--- src/rtl/ebus_diag_master.sv ---
// ebus_diag_master
// Initiator side of the EBOX diagnostic bus. Takes one host request at a time,
// runs the setup / strobe / hold sequence on EBUS and returns a completion
// that carries the captured EBUS word for read functions.
// Bit numbering follows the PDP-10 convention: bit 0 is the most significant.
module ebus_diag_master #(
  parameter int SETUP_CYC  = 2,
  parameter int STROBE_CYC = 2,
  parameter int HOLD_CYC   = 1
) (
  input  logic        clk,
  input  logic        reset,
  input  logic        req_valid,
  output logic        req_ready,
  input  logic [0:6]  req_func,
  input  logic [0:35] req_data,
  output logic        rsp_valid,
  output logic [0:35] rsp_data,
  output logic        busy,
  output logic [0:6]  ebus_ds,
  output logic        ebus_diag_strobe,
  output logic [0:35] ebus_data_out,
  output logic        ebus_data_drive,
  input  logic [0:35] ebus_data_in
);

  typedef enum logic [2:0] {
    IDLE,
    SETUP,
    STROBE,
    HOLD,
    RESP
  } state_t;

  localparam logic [3:0] SETUP_INIT  = 4'(SETUP_CYC - 1);
  localparam logic [3:0] STROBE_INIT = 4'(STROBE_CYC - 1);
  localparam logic [3:0] HOLD_INIT   = 4'(HOLD_CYC - 1);

  state_t      r_state;
  state_t      w_nextState;
  logic [3:0]  r_cnt;
  logic [3:0]  w_nextCnt;
  logic        w_accept;

  logic [0:6]  r_func;
  logic [0:35] r_data;
  logic        r_isRead;
  logic [0:35] r_rspQ;

  logic [0:6]  w_funcSel;
  logic [0:35] w_dataSel;
  logic        w_readSel;
  logic        w_nextActive;

  logic        r_rspValid;
  logic [0:35] r_rspData;
  logic        r_busy;
  logic [0:6]  r_ds;
  logic        r_strobe;
  logic [0:35] r_dataOut;
  logic        r_drive;

  // Next-state and phase-counter logic; the counter reloads on every phase entry
  always_comb begin
    w_nextState = r_state;
    w_nextCnt   = r_cnt;
    w_accept    = 1'b0;
    unique case (r_state)
      IDLE: begin
        if (req_valid) begin
          w_accept    = 1'b1;
          w_nextState = SETUP;
          w_nextCnt   = SETUP_INIT;
        end
      end
      SETUP: begin
        if (r_cnt == 4'd0) begin
          w_nextState = STROBE;
          w_nextCnt   = STROBE_INIT;
        end else begin
          w_nextCnt = r_cnt - 4'd1;
        end
      end
      STROBE: begin
        if (r_cnt == 4'd0) begin
          w_nextState = HOLD;
          w_nextCnt   = HOLD_INIT;
        end else begin
          w_nextCnt = r_cnt - 4'd1;
        end
      end
      HOLD: begin
        if (r_cnt == 4'd0) begin
          w_nextState = RESP;
          w_nextCnt   = 4'd0;
        end else begin
          w_nextCnt = r_cnt - 4'd1;
        end
      end
      RESP: begin
        w_nextState = IDLE;
        w_nextCnt   = 4'd0;
      end
      default: begin
        w_nextState = IDLE;
        w_nextCnt   = 4'd0;
      end
    endcase
  end

  // Request fields as they will be after this edge, so bus drives register in step with the state
  always_comb begin
    w_funcSel    = w_accept ? req_func    : r_func;
    w_dataSel    = w_accept ? req_data    : r_data;
    w_readSel    = w_accept ? req_func[0] : r_isRead;
    w_nextActive = (w_nextState == SETUP) || (w_nextState == STROBE) ||
                   (w_nextState == HOLD);
  end

  // State and phase counter register
  always_ff @(posedge clk or posedge reset) begin
    if (reset) begin
      r_state <= IDLE;
      r_cnt   <= 4'd0;
    end else begin
      r_state <= w_nextState;
      r_cnt   <= w_nextCnt;
    end
  end

  // Latch the request on accept; later host-side changes are ignored until idle again
  always_ff @(posedge clk or posedge reset) begin
    if (reset) begin
      r_func   <= '0;
      r_data   <= '0;
      r_isRead <= 1'b0;
    end else if (w_accept) begin
      r_func   <= req_func;
      r_data   <= req_data;
      r_isRead <= req_func[0];
    end
  end

  // Capture the bus word at the edge that ends the last strobe cycle of a read
  always_ff @(posedge clk or posedge reset) begin
    if (reset) begin
      r_rspQ <= '0;
    end else if ((r_state == STROBE) && (r_cnt == 4'd0) && r_isRead) begin
      r_rspQ <= ebus_data_in;
    end
  end

  // Registered EBUS and host outputs, decoded from the next state so every output is a flop
  always_ff @(posedge clk or posedge reset) begin
    if (reset) begin
      r_rspValid <= 1'b0;
      r_rspData  <= '0;
      r_busy     <= 1'b0;
      r_ds       <= '0;
      r_strobe   <= 1'b0;
      r_dataOut  <= '0;
      r_drive    <= 1'b0;
    end else begin
      r_rspValid <= (w_nextState == RESP);
      r_busy     <= (w_nextState != IDLE);
      r_ds       <= w_nextActive ? w_funcSel : 7'd0;
      r_strobe   <= (w_nextState == STROBE);
      r_drive    <= w_nextActive && !w_readSel;
      r_dataOut  <= (w_nextActive && !w_readSel) ? w_dataSel : 36'd0;
      if (w_nextState == RESP) begin
        r_rspData <= r_isRead ? r_rspQ : 36'd0;
      end
    end
  end

  assign req_ready        = !r_busy && !reset;
  assign rsp_valid        = r_rspValid;
  assign rsp_data         = r_rspData;
  assign busy             = r_busy;
  assign ebus_ds          = r_ds;
  assign ebus_diag_strobe = r_strobe;
  assign ebus_data_out    = r_dataOut;
  assign ebus_data_drive  = r_drive;

endmodule

--- config.mk ---
export PLATFORM = sky130hd
export DESIGN_NAME = ebus_diag_master
export DESIGN_NICKNAME = d
export VERILOG_FILES = /design/src/rtl/ebus_diag_master.sv
export SDC_FILE = /design/constraint.sdc
export NUM_CORES = 1
export LEC_CHECK = 0
export ABC_AREA = 1
export BUFFER_PORTS_ARGS = -buffer_cell sky130_fd_sc_hd__buf_2
export CELL_PAD_IN_SITES_DETAIL_PLACEMENT = 1
export CELL_PAD_IN_SITES_GLOBAL_PLACEMENT = 2
export CORE_ASPECT_RATIO = 0.8
export CORE_MARGIN = 10
export CORE_UTILIZATION = 36
export CTS_BUF_LIST = sky130_fd_sc_hd__clkbuf_8
export CTS_CLUSTER_DIAMETER = 100
export CTS_CLUSTER_SIZE = 12
export DETAILED_ROUTE_END_ITERATION = 8
export GPL_TIMING_DRIVEN = 1
export HOLD_SLACK_MARGIN = 0.05
export PLACE_DENSITY = 0.95
export SYNTH_ARGS = -nofsm -noshare
export SYNTH_HDL_FRONTEND = slang
export SYNTH_SLANG_ARGS = --single-unit
--- constraint.sdc ---
create_clock -name clk -period 15.7 [get_ports clk]
set_clock_uncertainty 0.2 [all_clocks]
set_input_delay 1.57 -clock clk [delete_from_list [all_inputs] [get_ports clk]]
set_output_delay 1.57 -clock clk [all_outputs]
set_load 0.05 [all_outputs]
==> summary by stage, run 1 <==
STA
Dividing the final minimum period by the clock period gives 24.3%. Hold timing on the final database bottoms out at a slack of 0.277 ns. In the final timing run, aggregate negative setup slack is 0 ns.

At the pin with the least slew margin, the transition time is 1.07 ns. The routed design could run at a clock period as short as 3.82 ns. The highest attainable clock frequency is 262 MHz. Measured against its own limit, the worst slew margin works out to 28.4%. Setup violations remaining at the end of the flow were counted as 0. The final number of hold-violating endpoints was 0. The max-slew violation count is 0. Setup repair after global routing left no endpoint under its margin.

Worst setup path
On the worst path, the slowest cell contributes a delay of 0.26 ns. For the worst setup path, the data required time is 13.93 ns. The worst setup path is of the input pin to output pin kind. For the worst setup path, the data arrival time is 2.05 ns. The element type at the critical path start is an input pin. Walking the worst path, the cells encountered are buf_2 -> nor2_1 -> buf_2. The most numerous cell type found on the critical path is sky130_fd_sc_hd__buf_2. The cell type group with the largest total delay on the critical path is buffers and inverters.

The worst register-to-register path begins at r_cnt[0]$_DFFE_PP0P_. The critical path contains buffers and inverters numbering 2 combined. In this run the register-to-register setup slack is 12.92 ns. The maximum fanout along the worst path is 2. The type of destination of the critical path is an output pin. For the worst flop-to-flop path, the logic depth is 7. The standard cell with the maximum stage delay on the critical path is sky130_fd_sc_hd__buf_2. The endpoint of the lowest-slack register-to-register path is r_rspQ[10]$_DFFE_PP0P_.

Global routing
The final global-route overflow total is 0. The initial antenna violation count was 6. The aggregate global-route resource usage is 14.6%. The first-pass GRT wire length is 28.0 mm. Entering global routing, the biggest net connects 88 pins. The via count of the first global-routing pass is 5219.

Clock tree
The total of hold buffers inserted after clock tree synthesis is 0. The number of post-CTS setup repair buffers is 0. In this run the clock root is driven by a sky130_fd_sc_hd__clkbuf_8. In this run, CTS created clock tree buffers numbering 17. TritonCTS built the clock tree.

The clock passes through at most 2 buffers. Post-CTS repair changed the size of 0 cells. The H-tree was split into 4 levels. The clock transition time at the flip-flop clock pins of the worst setup and hold paths is 0.09 ns. The later pin in the worst-skew pair is clocked with a latency of 0.46 ns. The number of clock sinks seen by CTS is 170.

Yosys
The synthesized flop and latch total is 170. The area of the mapped netlist is 6570 sq um. The number of nets in the synthesized netlist is 733.

In this run the mean area of a mapped cell was 10.1 sq um. Of all flip-flops after synthesis, the portion carrying an async set or reset was 100%. During synthesis, Yosys emitted a total of 0 warnings. The sequential fraction of the synthesis area is 64.7%. The netlist uses 29 different library cells. Among all flip-flop cells after synthesis, the most frequent one is sky130_fd_sc_hd__dfrtp_1. The gate count after technology mapping is 649. Counting flops with a built-in enable in the synthesized netlist gives 0.

Pwr
The worst voltage drop across the vdd grid is 124 uV. In this run the power density over the cells is 244 nW/um^2. In this run the static leakage power is 4.08 nW.

The overall power of the completed layout is 1.93 mW.

Route
The count of antenna-violating nets left after detailed routing is 0. The post-route DRC violation count is 0. Dividing the detail-routed wire length by the instance count gives 16.4 microns.

Summed over all layers, the routed wires come to 17.2 mm. The detailed router finished its first iteration with 348 violations. Before antenna repair, the detailed router went through 4 iterations. Using the TritonRoute via totals, the vias-per-cell ratio works out to 4.65. The detailed-route via count is 4880.

Floorplan
For this configuration, the core starts out at a cell density of 36.4%. After floorplanning, the core was divided into 44 placement rows. The die width is 171 microns. The die area is 24100 sq um. The area inside the core boundary is 18100 sq um. In this run the vertical extent of the chip is 141 microns. For this design the top-level I/O count stands at 166.

Finish
The fraction of final layout cells with drive strength greater than 1 is 32.7%. The synthesis-to-finish area growth is 20.4%. Summing all multi-input logic gate instances after layout gives 1760 sq um. The number of fillers in the final layout is 2116. In the final design database the tool counted 888 nets. After the flow finishes, the layout carries non-filler instances totaling 1050. The register area is 4260 sq um. Once layout is done, the placed cells without fillers occupy 7920 sq um.

Placement
The post-detailed-placement cell area is 7520 sq um. Detailed placement ended at an HPWL of 11.7 mm. Input and output buffers added on the ports amount to 165. Routability-driven placement finished with a final weighted congestion of 0.737. The placed instance count is 1015.

Job
The max-cap check violation count is 0.

Hold path
The worst hold path class is flop to flop. The startpoint of the lowest-slack hold path is r_rspQ[12]$_DFFE_PP0P_. The worst hold path terminates at r_rspQ[12]$_DFFE_PP0P_.

The number of cells on the worst hold path is 2.

Run status
The flow ran to the end, and the final reports show no timing, DRC or antenna violations.
cells by family (layout without fill, tap and decap cells):
logic type	Yosys count	count (layout)	synth area share, %
AND/OR/NAND/NOR	265	265	19.4
AO/OA/AOI/OAI	85	85	6.93
other	0	3	0
flip-flops	170	170	64.7
buffers and inverters	127	295	8.57
adder cells (fa/ha/maj)	2	2	0.381
cells in the final DEF, fill, tap and decap left out, types with 3 or more instances in the layout:
cell,synthesis,layout
sky130_fd_sc_hd__or2_2,42,42
sky130_fd_sc_hd__nand3_1,77,77
sky130_fd_sc_hd__o21ai_0,65,65
sky130_fd_sc_hd__nand2_1,81,81
sky130_fd_sc_hd__dfrtp_1,170,169
sky130_fd_sc_hd__clkinv_4,0,4
sky130_fd_sc_hd__nor2_4,2,3
sky130_fd_sc_hd__o21ai_1,9,9
sky130_fd_sc_hd__inv_8,0,5
sky130_fd_sc_hd__diode_2,0,3
sky130_fd_sc_hd__inv_1,91,90
sky130_fd_sc_hd__clkbuf_8,0,17
sky130_fd_sc_hd__o21ai_2,7,7
sky130_fd_sc_hd__buf_4,3,5
sky130_fd_sc_hd__nor2_1,47,47
sky130_fd_sc_hd__inv_6,0,3
sky130_fd_sc_hd__nand2_2,3,3
sky130_fd_sc_hd__buf_2,7,165
power breakdown:
part,total [mW],internal (mW),switching (mW)
clock,0.303,0.119,0.184
sequential,0.729,0.645,0.0842
combinational,0.901,0.221,0.680
cell type report:
type | instances | area share (%)
antenna | 3 | 0.0948
timing repair buffer | 170 | 10.9
multi-input combinational | 352 | 22.2
clock buffer | 17 | 2.96
inverter | 93 | 4.47
sequential | 170 | 53.8
clock inverter | 15 | 1.94
tap | 230 | 3.64
synthesized netlist by cell type (7+ instances only):
| cell type | n | area share, % |
|---|---|---|
| sky130_fd_sc_hd__nor2_1 | 47 | 2.7 |
| sky130_fd_sc_hd__nand3_1 | 77 | 5.9 |
| sky130_fd_sc_hd__clkbuf_1 | 11 | 0.63 |
| sky130_fd_sc_hd__buf_2 | 7 | 0.53 |
| sky130_fd_sc_hd__buf_6 | 8 | 1.4 |
| sky130_fd_sc_hd__dfrtp_1 | 170 | 65 |
| sky130_fd_sc_hd__inv_1 | 91 | 5.2 |
| sky130_fd_sc_hd__o21ai_0 | 65 | 5.0 |
| sky130_fd_sc_hd__or2_2 | 42 | 4.0 |
| sky130_fd_sc_hd__o21ai_1 | 9 | 0.69 |
| sky130_fd_sc_hd__nand2_1 | 81 | 4.6 |
| sky130_fd_sc_hd__o21ai_2 | 7 | 0.93 |
metal layers:
| layer | wire (microns) | GRT usage, % | vias up |
|---|---|---|---|
| met1 | 7810 | 18.8 | 2383 |
| met4 | 218 | 4.20 | 4 |
| li1 | - | - | 2340 |
| met3 | 1730 | 7.76 | 24 |
| met2 | 7400 | 20.8 | 129 |
| met5 | 38 | 0 | - |
worst max path at each step:
| stage | start | endpoint | slack [ns] | cells past startpoint |
|---|---|---|---|---|
| global route | reset | req_ready | 11.83 | 3 |
| detailed placement | reset | req_ready | 11.87 | 3 |
| global placement | reset | req_ready | 11.87 | 3 |
| CTS | reset | req_ready | 11.87 | 3 |
| finish | reset | req_ready | 11.88 | 3 |
| floorplan | reset | busy$_DFF_PP0_ | 9.33 | 1 |
flip-flops by register name, indices dropped and copies added (netlist names), 3 cells and up:
name / count
r_state: 3
ebus_ds: 7
ebus_data_out: 36
r_func: 7
r_rspQ: 36
r_cnt: 4
r_data: 36
rsp_data: 36
stage by stage:
stage | utilization [%] | setup slack, ns
floorplan | - | 9.33
global placement | 41.6 | 11.87
detailed placement | 41.6 | 11.87
CTS | 43.8 | 11.87
global route | 43.8 | 11.83
finish | 43.8 | 11.88
worst register-to-register path, stage by stage (launching register included):
cell and delay (ns):
sky130_fd_sc_hd__dfrtp_1 0.41, sky130_fd_sc_hd__inv_1 0.11, sky130_fd_sc_hd__ha_1 0.24, sky130_fd_sc_hd__nand2_2 0.16
sky130_fd_sc_hd__nor2_4 0.79, sky130_fd_sc_hd__nand2_4 0.51, sky130_fd_sc_hd__nand2_1 0.19, sky130_fd_sc_hd__nand2_1 0.08
Note: power is estimated with default switching activity, not from simulation.
==> inputs of run 2 (changes only) <==
Settings changed: ABC_AREA 1 to 0, CORE_UTILIZATION 36 to 33, PLACE_DENSITY 0.95 to 0.87.
Clock period 15.7 ns to 3.21 ns, I/O delays scaled along.
==> run 2 against run 1 <==
Net effect:
- hold slack improved by 0.019 ns
- clock power increased to 4.7 times the previous value
- largest cell class unchanged
- area after synthesis increased by 0.23%
- worst setup slack got worse by 11 ns
- combinational power increased to 4.7 times the previous value
- final cell count decreased by 4.6%
- sequential share of layout area decreased by 5.8 points
- design area increased by 12%
- utilization increased by 1.1 points
- non-clock buffer count increased by 85
- via count decreased by 7.1%
- critical path depth increased by 3
==> summary by stage, run 2 <==
Floorplan
The initial cell density of the core was 33.4% (was 36.4%). The die area came to 26000 sq um (was 24100 sq um). The number of standard-cell rows in the floorplan is 46 (was 44).

The y dimension of the die is 146 microns (was 141 microns). The die width came to 178 microns (was 171 microns). The number of top-level design ports is 166 (unchanged). The area inside the core boundary is 19700 sq um (was 18100 sq um).

Yosys
The number of warnings reported in the yosys synthesis log was 0 (unchanged). The primary flip-flop cell chosen by synthesis mapping was sky130_fd_sc_hd__dfrtp_1 (unchanged). The top-area cell type share of the netlist area is 64.6% (was 64.7%).

The number of nets in the synthesized netlist is 561 (was 733). The library cell with the highest instance count after synthesis is sky130_fd_sc_hd__dfrtp_1 (unchanged). The area of the mapped netlist is 6590 sq um (was 6570 sq um).

The gate count after technology mapping is 477 (was 649). The largest area contributor in the synthesized netlist is sky130_fd_sc_hd__dfrtp_1 (unchanged). The number of flops mapped to enable cells by yosys is 0 (unchanged). The sequential fraction of the synthesis area is 64.6% (was 64.7%).

The average size of a mapped cell is 13.8 sq um (was 10.1 sq um). Cell types with the largest area share after synthesis: sky130_fd_sc_hd__dfrtp_1 65%, sky130_fd_sc_hd__mux2_2 13%, sky130_fd_sc_hd__mux2i_1 5.5% (was sky130_fd_sc_hd__dfrtp_1 65%, sky130_fd_sc_hd__nand3_1 5.9%, sky130_fd_sc_hd__inv_1 5.2%). Commonest cells in the synthesized netlist: 170 x sky130_fd_sc_hd__dfrtp_1, 77 x sky130_fd_sc_hd__mux2_2, 43 x sky130_fd_sc_hd__inv_1 (was 170 x sky130_fd_sc_hd__dfrtp_1, 91 x sky130_fd_sc_hd__inv_1, 81 x sky130_fd_sc_hd__nand2_1). The synthesized flop and latch total is 170 (unchanged). The post-synthesis async set-or-reset flop share was 100% (unchanged).

The number of different library cells in the post-synthesis netlist came to 39 (was 29).

STA
The post-layout worst setup margin is 0.518 ns (was 11.88 ns). The total of endpoints with negative setup slack in the final report is 0 (unchanged). The normalized max-slew margin is 40.6% (was 28.4%). The actual transition at the worst max-transition pin is 0.890 ns (was 1.07 ns). RSZ-0062 raised after global routing: no (unchanged). The worst path uses 83.9% of the clock period. The time the final worst path needs with I/O delays and setup is 2.69 ns. The max-slew violation count was 0 (unchanged).

The worst hold margin is 0.296 ns (was 0.277 ns). The final number of hold-violating endpoints is 0 (unchanged). For this run, the top clock speed supported by timing is 371 MHz.

The setup TNS is 0 ns (unchanged).

Job
The max-cap check violation count came to 0 (unchanged).

Pwr
The power density over the cells is 1030 nW/um^2 (was 244 nW/um^2). The overall power of the completed layout is 9.18 mW (was 1.93 mW). The worst voltage drop across the vdd grid is 442 uV (was 124 uV). The leakage power of the design came to 4.21 nW (was 4.08 nW).

Hold path
The worst hold path class is flop to flop (unchanged).

Finish
The synthesis-to-finish area growth is 34.8% (was 20.4%). The final non-filler cell area is 8880 sq um (was 7920 sq um). The fraction of final layout cells with drive strength greater than 1 came to 39.1% (was 32.7%). The count of non-filler cells in the finished layout was 1002 (was 1050). The end-of-flow core utilization is 45.0% (was 43.8%).

The most common cell after layout, fill and taps aside is sky130_fd_sc_hd__dfrtp_1 (unchanged). Commonest cells after routing, fill and taps aside: 169 x sky130_fd_sc_hd__dfrtp_1, 165 x sky130_fd_sc_hd__buf_2, 81 x sky130_fd_sc_hd__dlygate4sd3_1 (was 169 x sky130_fd_sc_hd__dfrtp_1, 165 x sky130_fd_sc_hd__buf_2, 90 x sky130_fd_sc_hd__inv_1). The total number of nets in the final design is 808 (was 888).

Clock tree
The number of clock sinks seen by CTS is 170 (unchanged). The buffer depth of the longest clock path is 2 (unchanged). The CTS tree is done (unchanged). The CTS root buffer is sky130_fd_sc_hd__clkbuf_8 (unchanged).

The number of post-CTS setup repair buffers is 0 (unchanged). The insertion delay to the later sink of the worst-skew pair came to 0.44 ns (was 0.46 ns). The total CTS buffers came to 17 (unchanged). The H-tree depth is 4 (unchanged). The clock transition time at the flip-flop clock pins of the worst setup and hold paths was 0.08 ns (was 0.09 ns).

Route
The count of antenna-violating nets left after detailed routing is 0 (unchanged). The violation count after the first detailed-route iteration is 187 (was 348). The per-cell via count in the routed design is 4.53 (was 4.65). The routed wire length per instance is 17.4 microns (was 16.4 microns). The post-route DRC violation count came to 0 (unchanged). The final wirelength came to 17.4 mm (was 17.2 mm).

The number of detailed-route iterations in the first pass is 4 (unchanged). The detailed-route via count is 4535 (was 4880).

Placement
The last weighted congestion value of the routability-driven placer is 0.768 (was 0.737). The post-DP HPWL came to 11.4 mm (was 11.7 mm). The post-detailed-placement cell area came to 7700 sq um (was 7520 sq um). The number of buffer cells added on primary ports is 165 (unchanged). The placement-stage worst setup slack is 0.526 ns (was 11.87 ns). The placed instance count is 888 (was 1015).

Worst setup path
The required time at the endpoint of the critical path is 3.34 ns (was 13.93 ns). The type of destination of the critical path was a flop (was output pin). The arrival time of data at the critical path endpoint is 2.82 ns (was 2.05 ns).

The startpoint-to-endpoint class of the critical path is flop to flop (was input pin to output pin). The element type at the critical path start was a flop (was input pin). The maximum fanout along the worst path came to 36 (was 2).

Global routing
The final global-route overflow total is 0 (unchanged). The first-pass GRT wire length came to 28.6 mm (was 28.0 mm). The pin count of the biggest net entering global routing is 171 (was 88). The aggregate global-route resource usage is 13.7% (was 14.6%). The initial antenna violation count was 1 (was 6). The via count of the first global-routing pass is 5290 (was 5219).

Run status
Result of the run: finished, final reports clean (unchanged).
run 2: kinds of logic after synthesis:
| kind of cell | count (synthesis) | share of synthesized area, % |
|---|---|---|
| buffers and inverters | 70 | 4.64 |
| adders and majority gates | 2 | 0.380 |
| muxes | 114 | 18.8 |
| and+or+nand+nor | 96 | 8.64 |
| AOI/OAI and AO/OA | 24 | 2.81 |
| xor gates and xnor gates | 1 | 0.133 |
| DFF | 170 | 64.6 |
run 2: critical path, cell delays in order (launching register included):
cell and delay, ns:
sky130_fd_sc_hd__dfrtp_1 0.42, sky130_fd_sc_hd__inv_1 0.13, sky130_fd_sc_hd__ha_1 0.18, sky130_fd_sc_hd__or3b_1 0.51, sky130_fd_sc_hd__nor4b_4 0.25, sky130_fd_sc_hd__buf_4 0.47
sky130_fd_sc_hd__mux2_2 0.39
run 2: where the power goes:
part	switching, mW	internal (mW)
Sequential	0.462	3.07
Combinational	2.89	1.36
Clock	0.763	0.647
run 2: path summary, 6_finish.rpt:
kind / slack (ns) / from / to / cells past startpoint
setup reg to reg: 0.52 / r_cnt[0]$_DFFE_PP0P_ / r_rspQ[33]$_DFFE_PP0P_ / 6
hold / removal: 0.30 / r_data[9]$_DFF_PP0_ / r_data[9]$_DFF_PP0_ / 1
setup / recovery: 0.52 / r_cnt[0]$_DFFE_PP0P_ / r_rspQ[33]$_DFFE_PP0P_ / 6
min in group asynchronous: 0.54 / reset / r_func[4]$_DFF_PP0_ / 4
hold reg to reg: 0.30 / r_data[9]$_DFF_PP0_ / r_data[9]$_DFF_PP0_ / 1
max in group asynchronous: 1.62 / reset / r_state[2]$_DFF_PP0_ / 4
run 2: area by class of cell:
| type | instances | area [sq um] |
|---|---|---|
| fill | 2084 | 10900 |
| sequential | 170 | 4260 |
| multi-input combinational | 237 | 2040 |
| timing repair buffer | 255 | 1720 |
| tap | 264 | 330 |
| clock buffer | 19 | 262 |
| inverter | 43 | 165 |
| clock inverter | 13 | 104 |
| antenna | 1 | 2.50 |
run 2: per-layer routing:
| layer | wire length (microns) | vias to the layer above | track usage, % |
|---|---|---|---|
| met2 | 9000 | 106 | 23.6 |
| met3 | 972 | 20 | 4.12 |
| li1 | - | 2086 | - |
| met4 | 217 | 0 | 4.12 |
| met5 | 0 | - | 0 |
| met1 | 7200 | 2323 | 16.1 |
run 2: what timing repair did:
action / in CTS / in global routing
gates resized for setup: 0 / 0
hold buffers: 81 / 0
endpoints found under the hold margin: 258 / 0
